<file path="src/rtl/snake_pkg.sv">
// Shared types and defaults for the snake direction front-end.
// Contents: dir_t direction encoding, opposite() helper, default debounce length.
// No logic; imported by the interface, the debouncer and the top.
package snake_pkg;

  typedef enum logic [1:0] {
    UP    = 2'd0,
    DOWN  = 2'd1,
    LEFT  = 2'd2,
    RIGHT = 2'd3
  } dir_t;

  localparam int DEF_DEBOUNCE_CYCLES = 16;

  // The encoding pairs opposites in bit 0, so flipping it gives the reversal.
  function automatic dir_t opposite(input dir_t d);
    return dir_t'(d ^ 2'b01);
  endfunction

endpackage

</file>
<file path="src/rtl/snake_dir_ctrl_if.sv">
// Bus between the game core / button pins and snake_dir_ctrl.
// slave: DUT side (buttons and listen in; dir, dir_upd, q_count, drop out).
// master: environment side, mirror directions.
interface snake_dir_ctrl_if #(
  parameter int QUEUE_DEPTH = 4
);
  import snake_pkg::*;

  logic                               up;
  logic                               down;
  logic                               left;
  logic                               right;
  logic                               listen;
  dir_t                               dir;
  logic                               dir_upd;
  logic [$clog2(QUEUE_DEPTH+1)-1:0]   q_count;
  logic                               drop;

  modport slave (
    input  up, down, left, right, listen,
    output dir, dir_upd, q_count, drop
  );

  modport master (
    output up, down, left, right, listen,
    input  dir, dir_upd, q_count, drop
  );

endinterface

</file>
<file path="src/rtl/snake_debounce.sv">
// Single-button debouncer: level flips after DEBOUNCE_CYCLES consecutive cycles of disagreement.
// Latency: raw change to stable flip = DEBOUNCE_CYCLES cycles; rise pulse is registered with the flip.
// Ports: clk, rst (async active-low), raw in; stable level and 1-cycle rise pulse out. No backpressure.
module snake_debounce
  import snake_pkg::*;
#(
  parameter int DEBOUNCE_CYCLES = DEF_DEBOUNCE_CYCLES
) (
  input  logic clk,
  input  logic rst,
  input  logic raw,
  output logic stable,
  output logic rise
);

  localparam int CW = $clog2(DEBOUNCE_CYCLES + 1);

  logic [CW-1:0] cnt_q, cnt_d;
  logic          stable_q, stable_d;
  logic          rise_q, rise_d;

  always_comb begin
    cnt_d    = cnt_q;
    stable_d = stable_q;
    rise_d   = 1'b0;
    if (raw == stable_q) begin
      cnt_d = '0;
    end else if (cnt_q == CW'(DEBOUNCE_CYCLES - 1)) begin
      // This cycle is the DEBOUNCE_CYCLES-th disagreeing one: commit the new level.
      cnt_d    = '0;
      stable_d = raw;
      rise_d   = raw;
    end else begin
      cnt_d = cnt_q + CW'(1);
    end
  end

  always_ff @(posedge clk or negedge rst) begin
    if (!rst) begin
      cnt_q    <= '0;
      stable_q <= 1'b0;
      rise_q   <= 1'b0;
    end else begin
      cnt_q    <= cnt_d;
      stable_q <= stable_d;
      rise_q   <= rise_d;
    end
  end

  assign stable = stable_q;
  assign rise   = rise_q;

endmodule

</file>
<file path="src/rtl/snake_dir_ctrl.sv">
// Direction front-end: debounce 4 buttons, filter duplicate/reversal presses, queue, release on listen.
// Latency: press edge enqueues 1 cycle after the debounced flip; pop updates dir at the listen edge.
// Ports: clk, rst (async active-low), bus (slave). Full FIFO discards presses with a drop pulse.
// Option SNAKE_DIR_SYNC_EN adds a 2-flop synchroniser per button (2 extra cycles of input latency).
module snake_dir_ctrl
  import snake_pkg::*;
#(
  parameter int DEBOUNCE_CYCLES = DEF_DEBOUNCE_CYCLES,
  parameter int QUEUE_DEPTH     = 4,
  parameter int RESET_DIR       = 3
) (
  input  logic            clk,
  input  logic            rst,
  snake_dir_ctrl_if.slave bus
);

  localparam int CW = $clog2(QUEUE_DEPTH + 1);
  localparam int PW = (QUEUE_DEPTH > 1) ? $clog2(QUEUE_DEPTH) : 1;
  localparam logic [PW-1:0] LAST = PW'(QUEUE_DEPTH - 1);

  // Bit order is the priority order: [3]=up, [2]=down, [1]=left, [0]=right.
  logic [3:0] raw;
  logic [3:0] raw_s;
  logic [3:0] stable_lvl;
  logic [3:0] rise;
  logic       unused_stable;

  assign raw = {bus.up, bus.down, bus.left, bus.right};

`ifdef SNAKE_DIR_SYNC_EN
  logic [3:0] sync1_q, sync1_d, sync2_q, sync2_d;

  always_comb begin
    sync1_d = raw;
    sync2_d = sync1_q;
  end

  always_ff @(posedge clk or negedge rst) begin
    if (!rst) begin
      sync1_q <= '0;
      sync2_q <= '0;
    end else begin
      sync1_q <= sync1_d;
      sync2_q <= sync2_d;
    end
  end

  assign raw_s = sync2_q;
`else
  assign raw_s = raw;
`endif

  for (genvar i = 0; i < 4; i++) begin : g_db
    snake_debounce #(.DEBOUNCE_CYCLES(DEBOUNCE_CYCLES)) u_db (
      .clk    (clk),
      .rst    (rst),
      .raw    (raw_s[i]),
      .stable (stable_lvl[i]),
      .rise   (rise[i])
    );
  end

  // Only the edge pulses drive commands; the levels are not needed here.
  assign unused_stable = ^stable_lvl;

  dir_t          mem_q [QUEUE_DEPTH];
  dir_t          mem_d [QUEUE_DEPTH];
  logic [PW-1:0] wr_ptr_q, wr_ptr_d;
  logic [PW-1:0] rd_ptr_q, rd_ptr_d;
  logic [CW-1:0] count_q, count_d;
  dir_t          dir_q, dir_d;
  logic          dir_upd_q, dir_upd_d;
  logic          drop_q, drop_d;

  logic          cmd_vld;
  dir_t          cmd;
  dir_t          ref_dir;
  logic [PW-1:0] tail_idx;
  logic          pass, full, pop, push;

  function automatic logic [PW-1:0] next_ptr(input logic [PW-1:0] p);
    return (p == LAST) ? '0 : p + PW'(1);
  endfunction

  always_comb begin
    cmd_vld = |rise;
    if (rise[3])      cmd = UP;
    else if (rise[2]) cmd = DOWN;
    else if (rise[1]) cmd = LEFT;
    else              cmd = RIGHT;
  end

  always_comb begin
    tail_idx = (wr_ptr_q == '0) ? LAST : wr_ptr_q - PW'(1);
    // Compare against what the snake will be doing once the queue drains,
    // i.e. the last queued command, or the live direction if nothing is queued.
    ref_dir  = (count_q != '0) ? mem_q[tail_idx] : dir_q;
    pass     = cmd_vld && (cmd != ref_dir) && (cmd != opposite(ref_dir));
    full     = (count_q == CW'(QUEUE_DEPTH));
    pop      = bus.listen && (count_q != '0);
    // A pop in the same cycle frees the slot, so a full queue still accepts.
    push     = pass && (!full || pop);

    mem_d     = mem_q;
    wr_ptr_d  = wr_ptr_q;
    rd_ptr_d  = rd_ptr_q;
    count_d   = count_q;
    dir_d     = dir_q;
    dir_upd_d = pop;
    drop_d    = pass && full && !pop;

    if (push) begin
      mem_d[wr_ptr_q] = cmd;
      wr_ptr_d        = next_ptr(wr_ptr_q);
    end
    if (pop) begin
      dir_d    = mem_q[rd_ptr_q];
      rd_ptr_d = next_ptr(rd_ptr_q);
    end
    if (push && !pop)      count_d = count_q + CW'(1);
    else if (pop && !push) count_d = count_q - CW'(1);
  end

  always_ff @(posedge clk or negedge rst) begin
    if (!rst) begin
      for (int i = 0; i < QUEUE_DEPTH; i++) mem_q[i] <= UP;
      wr_ptr_q  <= '0;
      rd_ptr_q  <= '0;
      count_q   <= '0;
      dir_q     <= dir_t'(2'(RESET_DIR));
      dir_upd_q <= 1'b0;
      drop_q    <= 1'b0;
    end else begin
      mem_q     <= mem_d;
      wr_ptr_q  <= wr_ptr_d;
      rd_ptr_q  <= rd_ptr_d;
      count_q   <= count_d;
      dir_q     <= dir_d;
      dir_upd_q <= dir_upd_d;
      drop_q    <= drop_d;
    end
  end

  assign bus.dir     = dir_q;
  assign bus.dir_upd = dir_upd_q;
  assign bus.q_count = count_q;
  assign bus.drop    = drop_q;

endmodule

</file>
<file path="src/flat_wrapper.sv">
// flat-port wrapper written by rule: the top's interface ports become plain ports
module snake_dir_ctrl_flat import snake_pkg::*;
#(
  parameter int DEBOUNCE_CYCLES = DEF_DEBOUNCE_CYCLES,
  parameter int QUEUE_DEPTH     = 4,
  parameter int RESET_DIR       = 3
)
  (clk, rst, bus_up, bus_down, bus_left, bus_right, bus_listen, bus_dir, bus_dir_upd, bus_q_count, bus_drop);
  snake_dir_ctrl_if #(.QUEUE_DEPTH(QUEUE_DEPTH)) bus_i ();
  input  logic clk;
  input  logic rst;
  input wire logic [$bits(bus_i.up)-1:0] bus_up;
  input wire logic [$bits(bus_i.down)-1:0] bus_down;
  input wire logic [$bits(bus_i.left)-1:0] bus_left;
  input wire logic [$bits(bus_i.right)-1:0] bus_right;
  input wire logic [$bits(bus_i.listen)-1:0] bus_listen;
  output wire logic [$bits(bus_i.dir)-1:0] bus_dir;
  output wire logic [$bits(bus_i.dir_upd)-1:0] bus_dir_upd;
  output wire logic [$bits(bus_i.q_count)-1:0] bus_q_count;
  output wire logic [$bits(bus_i.drop)-1:0] bus_drop;
  assign bus_i.up = bus_up;
  assign bus_i.down = bus_down;
  assign bus_i.left = bus_left;
  assign bus_i.right = bus_right;
  assign bus_i.listen = bus_listen;
  assign bus_dir = bus_i.dir;
  assign bus_dir_upd = bus_i.dir_upd;
  assign bus_q_count = bus_i.q_count;
  assign bus_drop = bus_i.drop;
  snake_dir_ctrl #(.DEBOUNCE_CYCLES(DEBOUNCE_CYCLES), .QUEUE_DEPTH(QUEUE_DEPTH), .RESET_DIR(RESET_DIR)) u_core (.clk(clk), .rst(rst), .bus(bus_i));
endmodule
</file>
<file path="config.mk">
export PLATFORM = sky130hd
export DESIGN_NAME = snake_dir_ctrl_flat
export DESIGN_NICKNAME = d
export VERILOG_FILES = /design/src/rtl/snake_pkg.sv /design/src/rtl/snake_dir_ctrl_if.sv /design/src/rtl/snake_debounce.sv /design/src/rtl/snake_dir_ctrl.sv /design/src/flat_wrapper.sv
export SDC_FILE = /design/constraint.sdc
export NUM_CORES = 1
export LEC_CHECK = 0
export ABC_AREA = 0
export CAP_MARGIN = 20
export CORE_MARGIN = 3
export CORE_UTILIZATION = 47
export DETAILED_ROUTE_END_ITERATION = 7
export HOLD_SLACK_MARGIN = 0.15
export PLACE_DENSITY_LB_ADDON = 0.3
export SLEW_MARGIN = 10
export SYNTH_ARGS = -nofsm -noshare
export SYNTH_HDL_FRONTEND = slang
export SYNTH_SLANG_ARGS = --single-unit
</file>
<file path="constraint.sdc">
create_clock -name clk -period 3.7 [get_ports clk]
set_input_delay 0.37 -clock clk [delete_from_list [all_inputs] [get_ports clk]]
set_output_delay 0.37 -clock clk [all_outputs]
set_load 0.03 [all_outputs]
</file>
==> results of run 1 <==
## cell families after synthesis
kind of cell | Yosys count | share of synthesized area
buffers and inverters | 10 | 0.0174
adder cells (fa/ha/maj) | 11 | 0.0673
multiplexers | 15 | 0.0986
AND/OR/NAND/NOR | 52 | 0.128
flip-flops | 47 | 0.546
AO/OA/AOI/OAI | 26 | 0.0858
XOR/XNOR | 14 | 0.0568
## cell usage after synthesis (2+ instances only)
master                    count
sky130_fd_sc_hd__xnor2_1      3
sky130_fd_sc_hd__inv_1       10
sky130_fd_sc_hd__o21ai_0      9
sky130_fd_sc_hd__and2_1       3
sky130_fd_sc_hd__nand2_1      4
sky130_fd_sc_hd__mux2_1       2
sky130_fd_sc_hd__a22o_1       4
sky130_fd_sc_hd__a32o_1       4
sky130_fd_sc_hd__dfstp_2      2
sky130_fd_sc_hd__nor4b_1      4
sky130_fd_sc_hd__nand3_1      8
sky130_fd_sc_hd__and3_1       3
sky130_fd_sc_hd__nor2_1      18
sky130_fd_sc_hd__a21oi_1      3
sky130_fd_sc_hd__or3_1        2
sky130_fd_sc_hd__ha_1        10
sky130_fd_sc_hd__mux2_2       8
sky130_fd_sc_hd__mux4_2       3
sky130_fd_sc_hd__nor3b_1      2
sky130_fd_sc_hd__nor2b_1      3
sky130_fd_sc_hd__dfrtp_1     45
sky130_fd_sc_hd__xor2_1      11
## critical path: cells and delay by family, from the launching register on
kind,cells,cell delay (ns)
muxes,3,1.09
buffers and inverters,3,0.22
and+or+nand+nor,2,0.33
DFF,1,0.44
adders and majority gates,3,0.87
## how the worst max path moves through the flow
stage                             to  cells past startpoint
2_1_floorplan  u_core.bus.q_count[1]                     11
3_3_place_gp   u_core.bus.q_count[1]                     11
3_5_place_dp   u_core.bus.q_count[1]                     11
4_1_cts        u_core.bus.q_count[1]                     11
5_1_grt        u_core.bus.q_count[2]                     13
6_report       u_core.bus.q_count[1]                     11
## power groups by stage
| stage | clock [uW] | combinational (uW) | sequential (uW) |
|---|---|---|---|
| after floorplan | 0 | 122 | 664 |
| after global placement | 0 | 235 | 630 |
| after detailed placement | 0 | 247 | 633 |
| after CTS | 322 | 248 | 623 |
| after global routing | 342 | 273 | 634 |
| final | 307 | 247 | 622 |
## registers in the layout, indices dropped and copies added (netlist names)
signal,count
u_core.g_db.u_db.cnt_q,20
u_core.bus.q_count,3
u_core.g_db.u_db.stable,4
u_core.bus.drop,1
u_core.bus.dir_upd,1
u_core.wr_ptr_q,2
u_core.rd_ptr_q,2
u_core.bus.dir,2
u_core.mem_q,8
u_core.g_db.u_db.rise,4
## final cells by class
class | count | area share
sequential | 47 | 0.476
multi-input combinational | 118 | 0.380
timing repair buffer | 15 | 0.0657
clock buffer | 7 | 0.0349
tap | 52 | 0.0263
inverter | 10 | 0.0152
clock inverter | 1 | 0.00202
## timing repair
item | CTS | global route
endpoints found under the hold margin | 0 | 22
gates resized for setup | 0 | 0
buffers inserted | 0 | 0
hold buffers | 0 | 1
## metal layers
layer / vias up / track usage / part of all wire / routed length [um]
met1: 682 / 0.181 / 0.45 / 1520
met4: 0 / 0.0523 / 0.014 / 46
met2: 35 / 0.224 / 0.48 / 1610
met5: - / 0 / 0 / 0
li1: 657 / - / - / -
met3: 6 / 0.0451 / 0.053 / 179
## metrics by stage
| stage | instance area [um^2] | cells | hold WS (ns) |
|---|---|---|---|
| after global placement | 2350 | 240 | 0.444 |
| final | 2480 | 250 | 0.465 |
| after floorplan | 2160 | 175 | 0.0744 |
| after CTS | 2440 | 248 | 0.285 |
| after detailed placement | 2350 | 240 | 0.457 |
| after global routing | 2480 | 250 | 0.494 |
==> run summary, run 1 <==
Status -> complete, no violations
Switching part of the total power -> 0.286
Final Max Tran Viols -> 0
Worst-case reg-to-reg path depth -> 11
Clock-pin transition on the worst setup and hold timing paths -> 0.08 ns
Bufs on Longest Clock Path -> 2
Worst hold path startpoint -> u_core.g_db[3].u_db.cnt_q[0]
Highest achievable clock rate -> 0.327 GHz
Number of buffers added on ports -> 13
Post-Synthesis Cells -> 175
Total of warnings raised by yosys -> 0
Data arrival, critical path -> 3.24 ns
HPWL after DPL -> 2380 um
Pre-CTS setup slack -> 0.659 ns
Worst relative slew slack -> 0.636
Biggest fanout along the worst timing path -> 6
Cell depth of the worst min-delay path -> 1
Fraction of synthesis flops using an asynchronous set or reset pin -> 1.00
Mean area per synthesized cell -> 12.3 um^2
Count of endpoints failing hold in the final timing report -> 0
Max-cap violation count -> 0
Clock Power Share -> 0.261
Aggregate global routing overflow -> 0
Kind of end point of the critical path -> flip-flop
Worst reg-to-reg setup slack -> 0.64 ns
Area of the mapped netlist -> 2160 um^2
CTS tree -> done
Vias -> 1380
Highest-count cells in the layout ignoring fill and taps -> 45 x sky130_fd_sc_hd__dfrtp_1, 18 x sky130_fd_sc_hd__nor2_1, 12 x sky130_fd_sc_hd__clkdlybuf4s50_1
Fraction of the yosys area taken by sequential cells -> 0.546
P per Cell Area -> 475 nW/um^2
Later-pin clock latency in the skew report -> 0.29 ns
RePlAce Congestion -> 0.764
Std cell rows -> 24
Total power draw -> 1180 uW
Cells taking the most area after synthesis -> sky130_fd_sc_hd__dfrtp_1 52%, sky130_fd_sc_hd__ha_1 5.8%, sky130_fd_sc_hd__xor2_1 4.5%, sky130_fd_sc_hd__mux2_2 4.2%, sky130_fd_sc_hd__nor2_1 3.1%
Worst hold endpoint -> u_core.g_db[3].u_db.cnt_q[0]
Global-route wire length before repair -> 5990 um
Total leakage power -> 0.00117 uW
Y dimension of the die -> 73.7 um
Startpoint of the most critical register-to-register path -> u_core.wr_ptr_q[0]
Required time at the endpoint of the critical path -> 3.88 ns
Number of DRC violations after detailed-routing iteration 0 -> 67
Share of the core filled with cells -> 0.565
Area share of the leading cell type in the synthesized netlist -> 0.522
Critical path, cell by cell -> inv_1 > ha_1 > nor2b_1 > mux4_2 > mux2i_4 > nor2_2 > inv_1 > ha_1 > inv_1 > fa_1 > mux2_2
Skew final -> 0.00958 ns
Num CTS Buffers -> 5
Final setup TNS -> 0 ns
Boundary Pins -> 14
Final period utilization -> 0.826
Combined area of the multi-input logic cells -> 941 um^2
Die width -> 73.7 um
Final antenna diode count -> 0
Final setup margin -> 0.643 ns
Timing startpoint of the critical path -> u_core.wr_ptr_q[0]
Slew at the pin closest to its max-slew limit -> 0.545 ns
H-tree levels -> 2
Commonest non-fill, non-tap cell in the layout -> sky130_fd_sc_hd__dfrtp_1
Setup violators final -> 0
GRT Resource Usage Total -> 0.142
Total net switching power -> 337 uW
Count of unique library cells instantiated by Yosys -> 36
Worst-path cell with the longest stage delay -> sky130_fd_sc_hd__mux4_2
WS Path Type -> flip-flop to flip-flop
Period minus WS final -> 3.06 ns
Worst hold path class -> flip-flop to flip-flop
Number of synthesized register bits -> 47
Layout cells sized above 1 -> 0.126
Number of iterations in the first detailed-routing pass -> 4
Delay contributed by the slowest stage of the critical path -> 0.58 ns
Primary flip-flop cell chosen by synthesis mapping -> sky130_fd_sc_hd__dfrtp_1
Fraction of power consumed by combinational cells -> 0.210
Post-Synthesis Net Count -> 193
Avg WL per Cell -> 13.5 um
Final net count -> 215
Antenna violations before repair -> 0
Cell-internal power -> 839 uW
Register cell area after layout -> 1180 um^2
Routed via count divided by cell count -> 5.52
WL final -> 3360 um
Root Buffer -> sky130_fd_sc_hd__clkbuf_8
Core area -> 4380 um^2
Most frequent CP cell -> sky130_fd_sc_hd__inv_1
Critical Path Start Type -> flip-flop
Maximum ir drop on the vdd rail -> 0.233 mV
Clock tree sinks -> 47
Pin count of the biggest net entering global routing -> 48
Number of global-route vias before repair -> 1369
Number of synthesized flops with an enable pin -> 0
Number of design rule violations left after detail routing -> 0
Effective utilization at floorplan -> 0.492
Number of fill cells in the layout -> 355
Cell type with the highest aggregate area in the netlist -> sky130_fd_sc_hd__dfrtp_1
Synth-to-layout area growth -> 14.8%
Part of the total power dissipated in sequential elements -> 0.529
RSZ-0062 raised after global routing -> no
R2R Path End -> u_core.bus.q_count[1]
Die footprint -> 5440 um^2
Post-route ant nets -> 0
No activity file was read; power rests on OpenSTA's default activity.
==> run 2: changes to the inputs <==
- clock period: 3.7 -> 2.94 ns (I/O delays scaled with it)
==> run summary, run 2 (synthesis gave the netlist of run 1 again) <==
Kind of end point of the critical path -> flip-flop
Avg WL per Cell -> 13.7 um
Status -> complete, no violations
Clock tree sinks -> 47
Final setup margin -> 0.143 ns
Num CTS Buffers -> 5
Routing usage on met3 -> 0.0369
Count of endpoints failing hold in the final timing report -> 0
Global-route wire length before repair -> 5860 um
Bufs and invs on worst path -> 3
Worst-path cell with the longest stage delay -> sky130_fd_sc_hd__mux4_2
Met1 global-route usage -> 0.162
Std cell rows -> 24
RePlAce Congestion -> 0.775
Regs by FF count -> u_core.g_db.u_db.cnt_q x20, u_core.mem_q x8
CTS tree -> done
Largest register FFs -> 20
Busiest layer in global routing -> met2
Synth-to-layout area growth -> 16.4%
Number of iterations in the first detailed-routing pass -> 4
Core area -> 4380 um^2
Y dimension of the die -> 73.7 um
P per Cell Area -> 603 nW/um^2
Skew final -> 0.00841 ns
Highest achievable clock rate -> 0.358 GHz
Area of all placed cells without fillers -> 2510 um^2
Delay contributed by the slowest stage of the critical path -> 0.57 ns
WS Path Type -> flip-flop to flip-flop
Worst-case reg-to-reg path depth -> 11
Worst hold path class -> input pin to async pin
Bufs on Longest Clock Path -> 2
Die width -> 73.7 um
Gate family responsible for the most delay along the worst path -> multiplexers
Required time at the endpoint of the critical path -> 3.12 ns
Share of the core filled with cells -> 0.572
Worst relative slew slack -> 0.748
Pre-CTS setup slack -> 0.0372 ns
Setup violators final -> 0
Maximum ir drop on the vdd rail -> 0.249 mV
Number of buffers added on ports -> 13
Routed via count divided by cell count -> 5.51
Effective utilization at floorplan -> 0.492
HPWL after DPL -> 2510 um
Number of global-route vias before repair -> 1364
Total leakage power -> 0.00118 uW
WL final -> 3470 um
Worst reg-to-reg setup slack -> 0.14 ns
Period minus WS final -> 2.80 ns
Register bank with the most flops -> u_core.g_db.u_db.cnt_q
Vias -> 1395
Root Buffer -> sky130_fd_sc_hd__clkbuf_8
GRT Resource Usage Total -> 0.140
Data arrival, critical path -> 2.98 ns
Placed instance area -> 2360 um^2
Final setup TNS -> 0 ns
Later-pin clock latency in the skew report -> 0.29 ns
Commonest non-fill, non-tap cell in the layout -> sky130_fd_sc_hd__dfrtp_1
Pin count of the biggest net entering global routing -> 48
Max-cap violation count -> 0
Die footprint -> 5440 um^2
H-tree levels -> 2
Biggest fanout along the worst timing path -> 6
Highest-count cells in the layout ignoring fill and taps -> 45 x sky130_fd_sc_hd__dfrtp_1, 18 x sky130_fd_sc_hd__nor2_1, 12 x sky130_fd_sc_hd__clkdlybuf4s50_1
Startpoint of the most critical register-to-register path -> u_core.wr_ptr_q[1]
Critical Path Start Type -> flip-flop
Aggregate global routing overflow -> 0
Met2 track demand over resource -> 0.240
Number of DRC violations after detailed-routing iteration 0 -> 76
Total power draw -> 1510 uW
Slew at the pin closest to its max-slew limit -> 0.374 ns
Layout cells sized above 1 -> 0.159
Boundary Pins -> 14
Final antenna diode count -> 0
Critical path, cell by cell -> inv_1 > ha_2 > nor2b_2 > mux4_2 > mux2i_4 > nor2_2 > inv_1 > ha_2 > inv_1 > fa_2 > mux2_2
Most frequent CP cell -> sky130_fd_sc_hd__inv_1
Antenna violations before repair -> 0
Number of design rule violations left after detail routing -> 0
Final period utilization -> 0.951
Clock-pin transition on the worst setup and hold timing paths -> 0.08 ns
R2R Path End -> u_core.bus.q_count[1]
Final net count -> 218
Post-route ant nets -> 0
Final Max Tran Viols -> 0
[run 2: per-stage QoR]
step / hold WS (ns) / std cells
2_1_floorplan: -0.00159 / 175
3_3_place_gp: 0.444 / 242
3_5_place_dp: 0.455 / 242
4_1_cts: 0.195 / 250
5_1_grt: 0.465 / 253
6_report: 0.429 / 253
[run 2: timing repair]
action	4_1_cts	5_1_grt
setup endpoints to repair	0	2
hold endpoints to repair	0	12
buffers inserted	0	1
resized for setup	0	4
hold buffers	0	1
[run 2: worst max-delay path by stage]
stage / startpoint / endpoint / slack [ns] / cells after the start
floorplan: u_core.wr_ptr_q[0] / u_core.bus.q_count[1] / 0.1 / 11
global placement: u_core.wr_ptr_q[1] / u_core.bus.q_count[1] / 0.15 / 11
detailed placement: u_core.wr_ptr_q[1] / u_core.bus.q_count[2] / 0.04 / 13
CTS: u_core.wr_ptr_q[1] / u_core.bus.q_count[2] / 0.02 / 13
global route: u_core.wr_ptr_q[1] / u_core.bus.q_count[2] / -0.04 / 13
finish: u_core.wr_ptr_q[1] / u_core.bus.q_count[1] / 0.14 / 11
[run 2: layout make-up]
class | instances | area [um^2]
Timing Repair Buffer | 18 | 178
Inverter | 10 | 37.5
Sequential cell | 47 | 1180
Clock buffer | 8 | 100
Tap cell | 52 | 65.1
Fill cell | 343 | 1870
Multi-Input combinational cell | 118 | 951
[run 2: report_power, final]
group          switching [uW]  leakage [uW]  total [uW]  internal (uW)
logic                     156      0.000511         315            159
clock network             200     0.0000515         415            215
registers                75.9      0.000623         784            708
total                     432       0.00118        1510           1080
[run 2: per-layer routing]
metal | part of all wire | routed length (um)
met4 | 0.016 | 57
met3 | 0.035 | 120
met1 | 0.45 | 1550
met5 | 0 | 0
met2 | 0.50 | 1740
==> run 3: changes to the inputs <==
- CTS_BUF_LIST: not set -> sky130_fd_sc_hd__clkbuf_4
==> run summary, run 3 (synthesis gave the netlist of run 1 again) <==
Status -> complete, no violations
Number of iterations in the first detailed-routing pass -> 4
Core area -> 4380 um^2
Final net count -> 219
Number of design rule violations left after detail routing -> 0
Setup violators final -> 0
Register bank with the most flops -> u_core.g_db.u_db.cnt_q
Regs by FF count -> u_core.g_db.u_db.cnt_q x20, u_core.mem_q x8
Post-route ant nets -> 0
Pre-CTS setup slack -> 0.0372 ns
Synth-to-layout area growth -> 15.0%
Kind of end point of the critical path -> flip-flop
HPWL after DPL -> 2510 um
Highest-count cells in the layout ignoring fill and taps -> 45 x sky130_fd_sc_hd__dfrtp_1, 18 x sky130_fd_sc_hd__nor2_1, 12 x sky130_fd_sc_hd__clkdlybuf4s50_1
Number of DRC violations after detailed-routing iteration 0 -> 95
Count of endpoints failing hold in the final timing report -> 0
Aggregate global routing overflow -> 0
Effective utilization at floorplan -> 0.492
WL final -> 3550 um
Gate family responsible for the most delay along the worst path -> multiplexers
Root Buffer -> sky130_fd_sc_hd__clkbuf_4
Most frequent CP cell -> sky130_fd_sc_hd__inv_1
Worst-path cell with the longest stage delay -> sky130_fd_sc_hd__mux4_2
Biggest fanout along the worst timing path -> 6
Max-cap violation count -> 0
GRT Resource Usage Total -> 0.143
Final Max Tran Viols -> 0
Number of global-route vias before repair -> 1376
H-tree levels -> 2
Commonest non-fill, non-tap cell in the layout -> sky130_fd_sc_hd__dfrtp_1
Boundary Pins -> 14
Largest register FFs -> 20
Final setup margin -> 0.158 ns
Y dimension of the die -> 73.7 um
WS Path Type -> flip-flop to flip-flop
Data arrival, critical path -> 3.05 ns
Later-pin clock latency in the skew report -> 0.36 ns
Total leakage power -> 0.00117 uW
Delay contributed by the slowest stage of the critical path -> 0.57 ns
Std cell rows -> 24
Bufs on Longest Clock Path -> 2
Period minus WS final -> 2.78 ns
Slew at the pin closest to its max-slew limit -> 0.386 ns
Critical path, cell by cell -> inv_2 > ha_4 > nor2b_2 > mux4_2 > mux2i_4 > nor2_2 > inv_1 > ha_2 > inv_1 > fa_2 > mux2_2
Skew final -> 0.0155 ns
Routed via count divided by cell count -> 5.48
P per Cell Area -> 560 nW/um^2
Bufs and invs on worst path -> 3
Critical Path Start Type -> flip-flop
Highest achievable clock rate -> 0.359 GHz
Clock-pin transition on the worst setup and hold timing paths -> 0.13 ns
Number of fill cells in the layout -> 349
Die width -> 73.7 um
Worst hold path class -> input pin to async pin
Maximum ir drop on the vdd rail -> 0.228 mV
Worst relative slew slack -> 0.740
Die footprint -> 5440 um^2
Pin count of the biggest net entering global routing -> 48
Final setup TNS -> 0 ns
Vias -> 1392
Layout cells sized above 1 -> 0.163
Final period utilization -> 0.946
Required time at the endpoint of the critical path -> 3.20 ns
Worst reg-to-reg setup slack -> 0.16 ns
Final antenna diode count -> 0
RePlAce Congestion -> 0.775
Num CTS Buffers -> 5
CTS tree -> done
Antenna violations before repair -> 0
Global-route wire length before repair -> 5910 um
Clock tree sinks -> 47
Avg WL per Cell -> 14.0 um
Number of buffers added on ports -> 13
==> run 3: cell count changes in the layout (fill, tap and decap cells not counted) <==
cell	delta
sky130_fd_sc_hd__clkbuf_8	-7
sky130_fd_sc_hd__clkbuf_4	+6
sky130_fd_sc_hd__clkinv_1	+2
sky130_fd_sc_hd__buf_4	+1
sky130_fd_sc_hd__clkbuf_1	-1
sky130_fd_sc_hd__ha_2	-1
sky130_fd_sc_hd__ha_4	+1
sky130_fd_sc_hd__inv_1	-1
sky130_fd_sc_hd__inv_2	+1
==> run 3: per-layer routing <==
| metal | global-route usage | wire (um) | up-vias |
|---|---|---|---|
| li1 | - | - | 670 |
| met1 | 0.165 | 1540 | 680 |
| met2 | 0.243 | 1780 | 34 |
| met3 | 0.0369 | 152 | 8 |
| met4 | 0.0765 | 73 | 0 |
| met5 | 0 | 0 | - |
==> run 3: repair_timing <==
action / 4_1_cts / 5_1_grt
endpoints found under the setup margin: 0 / 2
resized for setup: 0 / 6
hold buffers: 1 / 0
hold endpoints to repair: 45 / 0
buffers inserted: 0 / 2
==> run 3: per-stage QoR <==
stage                util  area [um^2]  std cells  hold WS (ns)  total power [uW]
floorplan               -         2160        175      -0.00159               990
global placement    0.539         2360        242         0.444              1090
detailed placement  0.539         2360        242         0.455              1110
CTS                 0.553         2420        251         0.472              1400
global route        0.566         2480        254         0.369              1480
finish              0.566         2480        254         0.348              1390
==> run 3: area by class of cell <==
type,count,area (um^2),share of cell area
clock inverter,2,7.51,0.00303
clock buffer,6,45.0,0.0182
timing repair buffer,19,185,0.0747
tap,52,65.1,0.0262
inverter,10,37.5,0.0151
sequential,47,1180,0.475
multi-input combinational,118,961,0.387
==> run 3: report_power, final <==
group          internal, uW  switching, uW
combinational           160            156
sequential              708           75.2
clock                  98.1            191
total                   967            422
==> run 3: worst paths after layout <==
path / depth (start not counted) / start / to
max in group asynchronous: 3 / rst / u_core.wr_ptr_q[0]
min: 2 / rst / u_core.rd_ptr_q[0]
max: 11 / u_core.wr_ptr_q[1] / u_core.bus.q_count[1]
min in group clk: 1 / u_core.g_db[3].u_db.cnt_q[0] / u_core.g_db[3].u_db.cnt_q[0]
min reg2reg: 1 / u_core.g_db[3].u_db.cnt_q[0] / u_core.g_db[3].u_db.cnt_q[0]
max reg2reg: 11 / u_core.wr_ptr_q[1] / u_core.bus.q_count[1]
